[config.mk]
export PLATFORM = sky130hd
export DESIGN_NAME = watch_mode_ctrl
export DESIGN_NICKNAME = d
export VERILOG_FILES = /design/src/rtl/watch_ctrl_pkg.sv /design/src/rtl/btn_edge_detect.sv /design/src/rtl/watch_mode_ctrl.sv
export SDC_FILE = /design/constraint.sdc
export NUM_CORES = 1
export LEC_CHECK = 0
export BUFFER_PORTS_ARGS = -buffer_cell sky130_fd_sc_hd__buf_4
export CORE_UTILIZATION = 54
export DETAILED_ROUTE_END_ITERATION = 10
export PLACE_DENSITY = 0.84
export REMOVE_ABC_BUFFERS = 1
export SLEW_MARGIN = 20
export SYNTH_ARGS = -nofsm -noshare
export SYNTH_HDL_FRONTEND = slang
export SYNTH_SLANG_ARGS = --single-unit
export TNS_END_PERCENT = 5
[constraint.sdc]
create_clock -name clk -period 2.7 [get_ports clk]
set_clock_uncertainty 0.15 [all_clocks]
set_input_delay 0.27 -clock clk [delete_from_list [all_inputs] [get_ports clk]]
set_output_delay 0.27 -clock clk [all_outputs]
set_load 0.02 [all_outputs]
[src/rtl/watch_ctrl_pkg.sv]
// Shared encodings for the watch/stopwatch mode controller.
package watch_ctrl_pkg;

    typedef enum logic [1:0] {
        STOP  = 2'b00,
        RUN   = 2'b01,
        CLEAR = 2'b10
    } sw_state_t;

    localparam int FLD_MSEC = 0;
    localparam int FLD_SEC  = 1;
    localparam int FLD_MIN  = 2;
    localparam int FLD_HOUR = 3;

    // Bit positions of the buttons in the edge-detector vector; lower index = higher priority.
    localparam int BTN_UP    = 0;
    localparam int BTN_DOWN  = 1;
    localparam int BTN_RIGHT = 2;
    localparam int BTN_LEFT  = 3;
    localparam int NUM_BTNS  = 4;

endpackage

[src/rtl/btn_edge_detect.sv]
// Registers debounced button levels and emits one-cycle rise pulses.
module btn_edge_detect #(
    parameter int NUM_BTNS = 4
) (
    input  logic                clk,
    input  logic                reset,
    input  logic [NUM_BTNS-1:0] levels,
    output logic [NUM_BTNS-1:0] rises
);

    logic [NUM_BTNS-1:0] levels_reg;

    always_ff @(posedge clk) begin
        if (reset) begin
            levels_reg <= '0;
        end else begin
            levels_reg <= levels;
        end
    end

    for (genvar gi = 0; gi < NUM_BTNS; gi++) begin : g_rise
        assign rises[gi] = levels[gi] & ~levels_reg[gi];
    end

endmodule

[src/rtl/watch_mode_ctrl.sv]
// Watch/stopwatch mode controller: stopwatch run/clear FSM plus field edit with inactivity timeout.
// Optional hold-to-repeat on up/down is enabled by defining WATCH_MODE_CTRL_AUTOREPEAT_EN.
module watch_mode_ctrl
    import watch_ctrl_pkg::*;
#(
    parameter  int NUM_FIELDS   = 4,
    parameter  int EDIT_TIMEOUT = 10000,
    parameter  int REPEAT_DELAY = 500,
    parameter  int REPEAT_RATE  = 100,
    localparam int FIELD_W      = $clog2(NUM_FIELDS)
) (
    input  logic                  clk,
    input  logic                  reset,
    input  logic                  i_tick,
    input  logic                  i_up,
    input  logic                  i_down,
    input  logic                  i_right,
    input  logic                  i_left,
    input  logic                  i_watch_select,
    input  logic                  i_edit,
    output logic                  o_run_stop,
    output logic                  o_clear,
    output logic [FIELD_W-1:0]    o_field_sel,
    output logic                  o_inc,
    output logic                  o_dec,
    output logic                  o_edit_active,
    output logic [NUM_FIELDS-1:0] LED
);

    localparam int TMO_W = (EDIT_TIMEOUT < 2) ? 1 : $clog2(EDIT_TIMEOUT);
    localparam logic [TMO_W-1:0]   TMO_LAST  = TMO_W'(EDIT_TIMEOUT - 1);
    localparam logic [FIELD_W-1:0] FIELD_MAX = FIELD_W'(NUM_FIELDS - 1);
    localparam logic [FIELD_W-1:0] FIELD_RST = FIELD_W'(FLD_MSEC);

    logic [NUM_BTNS-1:0] levels;
    logic [NUM_BTNS-1:0] rises;
    logic [NUM_BTNS-1:0] evt;

    sw_state_t           sw_reg, sw_next;
    logic [FIELD_W-1:0]  field_reg, field_next;
    logic [TMO_W-1:0]    tmo_reg, tmo_next;
    logic                edit_prev_reg;
    logic                edit_raw;
    logic                edit_entry;
    logic                rep_pulse;
    logic                rep_inc;
    logic                rep_dec;

    assign levels = {i_left, i_right, i_down, i_up};

    btn_edge_detect #(
        .NUM_BTNS(NUM_BTNS)
    ) u_edges (
        .clk    (clk),
        .reset  (reset),
        .levels (levels),
        .rises  (rises)
    );

    // Keep only the highest-priority rising edge of this cycle.
    always_comb begin
        evt            = '0;
        evt[BTN_UP]    = rises[BTN_UP];
        evt[BTN_DOWN]  = rises[BTN_DOWN]  & ~rises[BTN_UP];
        evt[BTN_RIGHT] = rises[BTN_RIGHT] & ~rises[BTN_UP] & ~rises[BTN_DOWN];
        evt[BTN_LEFT]  = rises[BTN_LEFT]  & ~rises[BTN_UP] & ~rises[BTN_DOWN] & ~rises[BTN_RIGHT];
    end

    assign edit_raw   = i_edit & ~i_watch_select;
    assign edit_entry = edit_raw & ~edit_prev_reg;

    always_comb begin
        sw_next = sw_reg;
        case (sw_reg)
            STOP: begin
                if (i_watch_select && evt[BTN_RIGHT]) begin
                    sw_next = RUN;
                end else if (i_watch_select && evt[BTN_LEFT]) begin
                    sw_next = CLEAR;
                end
            end
            RUN: begin
                if (i_watch_select && evt[BTN_RIGHT]) begin
                    sw_next = STOP;
                end
            end
            CLEAR:   sw_next = STOP;
            default: sw_next = STOP;
        endcase
    end

`ifdef WATCH_MODE_CTRL_AUTOREPEAT_EN
    localparam int REP_MAX = (REPEAT_DELAY > REPEAT_RATE) ? REPEAT_DELAY : REPEAT_RATE;
    localparam int REP_W   = (REP_MAX < 2) ? 1 : $clog2(REP_MAX);
    localparam logic [REP_W-1:0] REP_DELAY_LAST = REP_W'(REPEAT_DELAY - 1);
    localparam logic [REP_W-1:0] REP_RATE_LAST  = REP_W'(REPEAT_RATE - 1);

    logic             rep_act_reg, rep_act_next;
    logic             rep_dir_reg, rep_dir_next;
    logic             rep_first_reg, rep_first_next;
    logic [REP_W-1:0] rep_cnt_reg, rep_cnt_next;
    logic [REP_W-1:0] rep_limit;
    logic             rep_held;

    // rep_dir_reg: 0 = up is repeating, 1 = down is repeating.
    assign rep_held  = rep_dir_reg ? i_down : i_up;
    assign rep_limit = rep_first_reg ? REP_DELAY_LAST : REP_RATE_LAST;

    always_comb begin
        rep_act_next   = rep_act_reg;
        rep_dir_next   = rep_dir_reg;
        rep_first_next = rep_first_reg;
        rep_cnt_next   = rep_cnt_reg;
        rep_pulse      = 1'b0;
        if (!edit_raw) begin
            rep_act_next = 1'b0;
            rep_cnt_next = '0;
        end else if (evt[BTN_UP] || evt[BTN_DOWN]) begin
            rep_act_next   = 1'b1;
            rep_dir_next   = evt[BTN_DOWN];
            rep_first_next = 1'b1;
            rep_cnt_next   = '0;
        end else if (!rep_act_reg || !rep_held) begin
            rep_act_next = 1'b0;
            rep_cnt_next = '0;
        end else if (i_tick) begin
            if (rep_cnt_reg == rep_limit) begin
                rep_pulse      = ~|evt;
                rep_first_next = 1'b0;
                rep_cnt_next   = '0;
            end else begin
                rep_cnt_next = rep_cnt_reg + 1'b1;
            end
        end
    end

    always_ff @(posedge clk) begin
        if (reset) begin
            rep_act_reg   <= 1'b0;
            rep_dir_reg   <= 1'b0;
            rep_first_reg <= 1'b0;
            rep_cnt_reg   <= '0;
        end else begin
            rep_act_reg   <= rep_act_next;
            rep_dir_reg   <= rep_dir_next;
            rep_first_reg <= rep_first_next;
            rep_cnt_reg   <= rep_cnt_next;
        end
    end

    assign rep_inc = rep_pulse & ~rep_dir_reg;
    assign rep_dec = rep_pulse &  rep_dir_reg;
`else
    assign rep_pulse = 1'b0;
    assign rep_inc   = 1'b0;
    assign rep_dec   = 1'b0;
`endif

    // A button event or repeat pulse in the timeout cycle wins over the timeout.
    always_comb begin
        field_next = field_reg;
        tmo_next   = tmo_reg;
        if (!edit_raw) begin
            tmo_next = '0;
        end else if (edit_entry) begin
            field_next = FIELD_RST;
            tmo_next   = '0;
        end else if ((|evt) || rep_pulse) begin
            tmo_next = '0;
            if (evt[BTN_LEFT]) begin
                field_next = (field_reg == FIELD_MAX) ? '0 : field_reg + 1'b1;
            end else if (evt[BTN_RIGHT]) begin
                field_next = (field_reg == '0) ? FIELD_MAX : field_reg - 1'b1;
            end
        end else if (i_tick) begin
            if (tmo_reg == TMO_LAST) begin
                field_next = FIELD_RST;
                tmo_next   = '0;
            end else begin
                tmo_next = tmo_reg + 1'b1;
            end
        end
    end

    always_ff @(posedge clk) begin
        if (reset) begin
            sw_reg        <= STOP;
            field_reg     <= FIELD_RST;
            tmo_reg       <= '0;
            edit_prev_reg <= 1'b0;
        end else begin
            sw_reg        <= sw_next;
            field_reg     <= field_next;
            tmo_reg       <= tmo_next;
            edit_prev_reg <= edit_raw;
        end
    end

    assign o_run_stop    = (sw_reg == RUN);
    assign o_clear       = (sw_reg == CLEAR);
    assign o_field_sel   = field_reg;
    assign o_edit_active = edit_raw & ~reset;
    assign o_inc         = ~reset & ((edit_raw & evt[BTN_UP])   | rep_inc);
    assign o_dec         = ~reset & ((edit_raw & evt[BTN_DOWN]) | rep_dec);

    for (genvar gi = 0; gi < NUM_FIELDS; gi++) begin : g_led
        assign LED[gi] = o_edit_active & (field_reg == FIELD_W'(gi));
    end

endmodule

==> metrics, run 1 <==
run status=finished clean; synthesized area divided by synthesized cell count=8.54 µm²; count of yosys warnings during synthesis=0; worst path arrival time=2.24 ns; total internal power=436 µW; effective utilization at floorplan=0.587; data required time of the worst path=2.79 ns; Pins Over Slew Limit=0; maximum fanout count along the critical path=5; r2r startpoint=tmo_reg[4]; highest ir drop seen on vdd=about 0.25 mV; share of the synthesized area in the top cell type=0.388; worst hold-check path type=in2reg; number of endpoints with negative hold slack in the final report=0; Floorplan Core Area=2020 µm²; reg2reg setup slack=0.55 ns; GR Util All Layers=0.209; clock-pin transition on the worst setup and hold timing paths=0.12 ns; final worst hold slack=between 0.02 and 0.03 ns; Area Growth Syn to Fin=16.0%; post-synthesis async set-or-reset flop share=0; proportion of layout cells with a drive suffix above 1=0.176; worst flop-to-flop path endpoint=o_field_sel[1]; routed via count divided by cell count=5.40; total negative slack=0 ns; Routability Congestion=0.842; most frequently used cell type in the post-synthesis netlist=dfxtp_1; power density over the cells=421 nW/µm²; combinational group share of total power=0.124; Worst setup SP type=register; transition at the pin with the smallest max-transition slack=0.510 ns; number of search-and-repair iterations in the first detailed-routing pass=4; largest net degree at the start of global routing=14; number of H-tree levels=1; die boundary width=48.9 µm; overflow left after global routing=0; worst hold path stage count=2; average wire per standard cell=~13 µm; standard-cell rows=16; CTS root buffer=clkbuf_4; Net Switching=143 µW; count of fill cells added during filler insertion=171; Syn Inst Count=139; number of enable-type register cells in the synthesized netlist=0; WHS Endpoint=u_edges.levels_reg[1]; number of buffers inserted during clock tree synthesis=3; cell area after technology mapping=1190 µm²; unrepaired setup endpoints after global routing=false; final worst setup slack=between 0.5 and 0.6 ns; Die ar.=2390 µm²; number of antenna repair diodes=0; post-layout utilization of the core=0.681; antenna viol nets, final=0; MaxCap Viol Count=0; launch instance of the worst min-delay path=i_down; most common flop cell mapped by yosys=dfxtp_1; register bit count reported by yosys=23; cell taking the most area after synthesis=dfxtp_1; Reg power frac=0.609; area of all placed cells without fillers=1380 µm²; max-slew headroom at the worst pin=0.657; flip-flop count of the largest register after layout=14; number of cells in the finished layout apart from fillers=between 150 and 200; Initial DRC Count=17; wire length of the first global-routing pass=4020 µm; DR DRC count=0; number of clock sinks=23; max frequency=465 MHz; clock insertion delay at the later pin of the skew report=0.30 ns; leading post-synthesis cells by instance count=dfxtp_1 (23), nor2_1 (22), nand2_1 (10), nor2b_1 (10), xor2_1 (9); via count of the first global-routing pass=989; startpoint-to-endpoint class of the critical path=reg2reg; maximum count of clock buffers along a single path=2; Inst Count DP=182; CP endpoint kind=register; number of antenna violations at the first check in global routing=0; sequential share of the synthesized area=0.388; IO buf count=19; layout net count=174; Synth area leaders=dfxtp_1 (39%), nor2_1 (7.0%), xor2_1 (6.6%); total half-perimeter wirelength after legalization and detailed placement=1810 µm; post-cts gate resize count=0; unique cell type count in the Yosys netlist=31; post-placement worst setup slack=roughly 0.58 ns; Worst Reg-to-Reg Cells=5; post-layout total power=579 µW; total wirelength of the detailed-routed design=2370 µm; final worst-path cycle share=0.796; routed vias=roughly 1k; Area after DPL=1350 µm²; switching share of power=0.248; relative contribution of the clock network to total power=0.267; time the worst path needs with I/O delays and setup=between 2 and 2.5 ns; Static Leakage=about 0.53 nW; final setup fails=0; number of hold buffers added after cts=0; Setup Fix Bufs, Post-CTS=0; total I/O pin count=20; clock tree from TritonCTS=yes; die height=between 40 and 50 µm
power by group through the flow:
stage / Sequential [mW] / Clock (mW) / Combinational [mW]
floorplan: 0.362 / 0 / 0.0391
global placement: 0.360 / 0 / 0.0686
detailed placement: 0.360 / 0 / 0.0712
CTS: 0.353 / 0.159 / 0.0715
global route: 0.354 / 0.174 / 0.0787
finish: 0.353 / 0.155 / 0.0717
logic make-up after synthesis:
group	Yosys count	synth area share
buffers and inverters	8	0.0263
AND/OR/NAND/NOR	81	0.372
AO/OA/AOI/OAI	8	0.0558
XOR/XNOR	12	0.0885
adder cells (fa/ha/maj)	5	0.0527
multiplexers	2	0.0169
flip-flops	23	0.388
placed cells by master (no fill, tap or decap):
master and n:
a2111oi_4 1, a21o_2 1, a21oi_1 3, and2_1 4, and3_1 1, and4_1 1
buf_4 19, clkbuf_1 1, clkbuf_4 3, dfxtp_1 23, ha_1 5, inv_1 5
mux2i_1 2, nand2_1 10, nand2b_1 5, nand3_1 7, nand3b_1 1, nand4_1 5
nand4b_1 1, nor2_1 22, nor2_2 1, nor2b_1 10, nor3_1 7, nor4_1 1
nor4_4 1, nor4b_1 1, o21ai_0 3, or3_1 1, or3_2 1, or4b_4 1
xnor2_1 3, xor2_1 9
final cells by class:
class | count | area [µm²] | area share
inverter | 5 | 18.8 | 0.0136
timing repair buffer | 19 | 143 | 0.104
tap | 27 | 33.8 | 0.0245
multi-input combinational | 108 | 696 | 0.505
sequential | 23 | 460 | 0.334
clock buffer | 4 | 26.3 | 0.0191
worst max-delay path by stage:
stage | startpoint | cells past startpoint | to
2_1_floorplan | tmo_reg[4] | 5 | o_field_sel[0]
3_3_place_gp | tmo_reg[4] | 5 | o_field_sel[1]
3_5_place_dp | tmo_reg[4] | 5 | o_field_sel[1]
4_1_cts | tmo_reg[4] | 5 | o_field_sel[1]
5_1_grt | tmo_reg[4] | 5 | o_field_sel[1]
6_report | tmo_reg[4] | 5 | o_field_sel[1]
per-layer routing:
metal	GRT usage	vias to the layer above	wire, µm
li1	-	509	-
met1	0.256	470	1100
met2	0.382	23	1170
met3	0.0280	2	101
met4	0.0539	0	4
met5	0	-	0
worst max-delay path: stages (launching register included):
cell and delay, ns:
dfxtp_1 0.37, or4b_4 0.55, nor4_4 0.32, nor2_2 0.08
a2111oi_4 0.38, mux2i_1 0.23
(Power assumes the default switching activity.)
==> run 2: changes to the inputs <==
==> constraint.sdc (replaced) <==
create_clock -name clk -period 2.25 [get_ports clk]
set_clock_uncertainty 0.15 [all_clocks]
set_input_delay 0.225 -clock clk [delete_from_list [all_inputs] [get_ports clk]]
set_output_delay 0.225 -clock clk [all_outputs]
set_load 0.02 [all_outputs]
==> run 2 against run 1 <==
  * Clock power grew 24%
  * Critical path depth grew 2
  * Core utilization grew 2.8 points
  * Critical endpoint is now tmo_reg[13]
  * Sequential share of layout area shrank 1.3 points
  * Routed wire length shrank 4.8%
  * Total power grew 22%
  * Largest cell class unchanged
  * Global-route usage shrank 0.50 points
  * Sequential power grew 20%
  * Combinational power grew 27%
==> metrics, run 2 (synthesis gave the netlist of run 1 again) <==
total negative slack=0 ns; worst path arrival time=2.20 ns; DR DRC count=0; die height=just under 50 µm; final setup fails=0; highest ir drop seen on vdd=0.338 mV; Die ar.=2390 µm²; overflow left after global routing=0; IO buf count=19; switching share of power=0.255; area taken by multi-input logic gates=696 µm²; total half-perimeter wirelength after legalization and detailed placement=1710 µm; r2r startpoint=tmo_reg[4]; via count of the first global-routing pass=926; unrepaired setup endpoints after global routing=false; Critical Path Start=i_up; final worst hold slack=0.00927 ns; Setup Fix Bufs, Post-CTS=0; max frequency=between 400 and 500 MHz; GR Util All Layers=0.204; routed via count divided by cell count=5.26; average wire per standard cell=11.8 µm; power density over the cells=493 nW/µm²; Initial DRC Count=18; Routability Congestion=0.845; effective utilization at floorplan=0.587; reg2reg setup slack=0.19 ns; Pins Over Slew Limit=0; number of clock sinks=23; Floorplan Core Area=roughly 2000 µm²; startpoint-to-endpoint class of the critical path=in2reg; number of antenna violations at the first check in global routing=0; worst hold-check path type=in2reg; clock-pin transition on the worst setup and hold timing paths=around 0.12 ns; number of H-tree levels=1; total I/O pin count=20; Worst setup SP type=input pin; relative contribution of the clock network to total power=0.272; FF/Latch Area=between 400 and 500 µm²; CP endpoint kind=register; critical-path cell with the highest stage delay=dlygate4sd3_1; CP cell instances=dlygate4sd3_1 > buf_4 > nor2b_1 > nor3_1 > nand4b_1 > a21o_2 > nor2_1; clock insertion delay at the later pin of the skew report=0.31 ns; number of endpoints with negative hold slack in the final report=0; Area Growth Syn to Fin=20.8%; final worst-path cycle share=0.929; max-slew headroom at the worst pin=0.673; worst hold path stage count=2; data required time of the worst path=2.36 ns; run status=finished clean; routed vias=1010; count of fill cells added during filler insertion=roughly 160; antenna viol nets, final=0; number of antenna repair diodes=0; total internal power=approximately 530 µW; MaxCap Viol Count=0; number of buffers inserted during clock tree synthesis=3; clock tree from TritonCTS=yes; standard-cell rows=16; combinational group share of total power=0.129; Static Leakage=0.557 nW; maximum fanout count along the critical path=10; maximum count of clock buffers along a single path=2; CTS root buffer=clkbuf_4; launch instance of the worst min-delay path=i_watch_select; largest net degree at the start of global routing=14; Reg power frac=0.600; flip-flop count of the largest register after layout=14; number of search-and-repair iterations in the first detailed-routing pass=4; wire length of the first global-routing pass=3820 µm; proportion of layout cells with a drive suffix above 1=0.188; commonest non-fill, non-tap cells in the layout=dfxtp_1 (23), nor2_1 (22), buf_4 (21); time the worst path needs with I/O delays and setup=roughly 2.1 ns; die boundary width=just under 50 µm; transition at the pin with the smallest max-transition slack=0.487 ns; delay of the slowest cell on the worst path=0.54 ns; Net Switching=~180 µW; most common cell after layout, fill and taps aside=dfxtp_1; Worst Reg-to-Reg Cells=5; total wirelength of the detailed-routed design=2260 µm; layout net count=180
-- run 2: changes by cell type in the layout (fill, tap and decap cells not counted), sizes merged --
cell         change
buf              +2
clkbuf           -1
clkinv           +1
dlygate4sd3      +4
-- run 2: metal layers --
layer	wire, µm	track usage
met1	1110	0.259
met3	73	0.0312
met5	0	0
met2	1040	0.345
met4	33	0.0833
-- run 2: power groups by stage --
stage          Clock [mW]  Sequential (mW)  Combinational [mW]
2_1_floorplan           0            0.434              0.0469
3_3_place_gp            0            0.432              0.0832
3_5_place_dp            0            0.433              0.0848
4_1_cts             0.194            0.424              0.0904
5_1_grt             0.213            0.425               0.101
6_report            0.192            0.424              0.0908
-- run 2: cell type report --
type,instances,share of cell area
clock buffer,3,0.0157
clock inverter,1,0.00349
inverter,5,0.0131
multi-input combinational,108,0.485
sequential,23,0.321
tap,27,0.0236
timing repair buffer,25,0.138
-- run 2: path summary, 6_finish.rpt --
path / end
worst max-delay path: tmo_reg[13]
worst min register to register: sw_reg[0]
worst max register to register: o_field_sel[0]
worst min-delay path: sw_reg[1]
-- run 2: critical path: cells and delay by family --
| family | cells | cell delay (ns) |
|---|---|---|
| AND/OR/NAND/NOR | 4 | 0.96 |
| buffers and inverters | 2 | 0.67 |
| AO/OA/AOI/OAI | 1 | 0.34 |
-- run 2: metrics by stage --
stage / std cells / power, mW / utilization / instance area [µm²] / setup WS [ns]
finish: 192 / 0.706 / 0.709 / 1430 / 0.160
global route: 192 / 0.738 / 0.709 / 1430 / 0.0168
CTS: 192 / 0.708 / 0.709 / 1430 / 0.193
detailed placement: 184 / 0.518 / 0.676 / 1370 / 0.222
global placement: 184 / 0.515 / 0.676 / 1370 / 0.260
floorplan: 136 / 0.481 / - / 1170 / 0.232
-- run 2: what timing repair did --
| action | in CTS | in global routing |
|---|---|---|
| resized for setup | 0 | 0 |
| hold buffers | 4 | 0 |
| endpoints found under the hold margin | 4 | 0 |
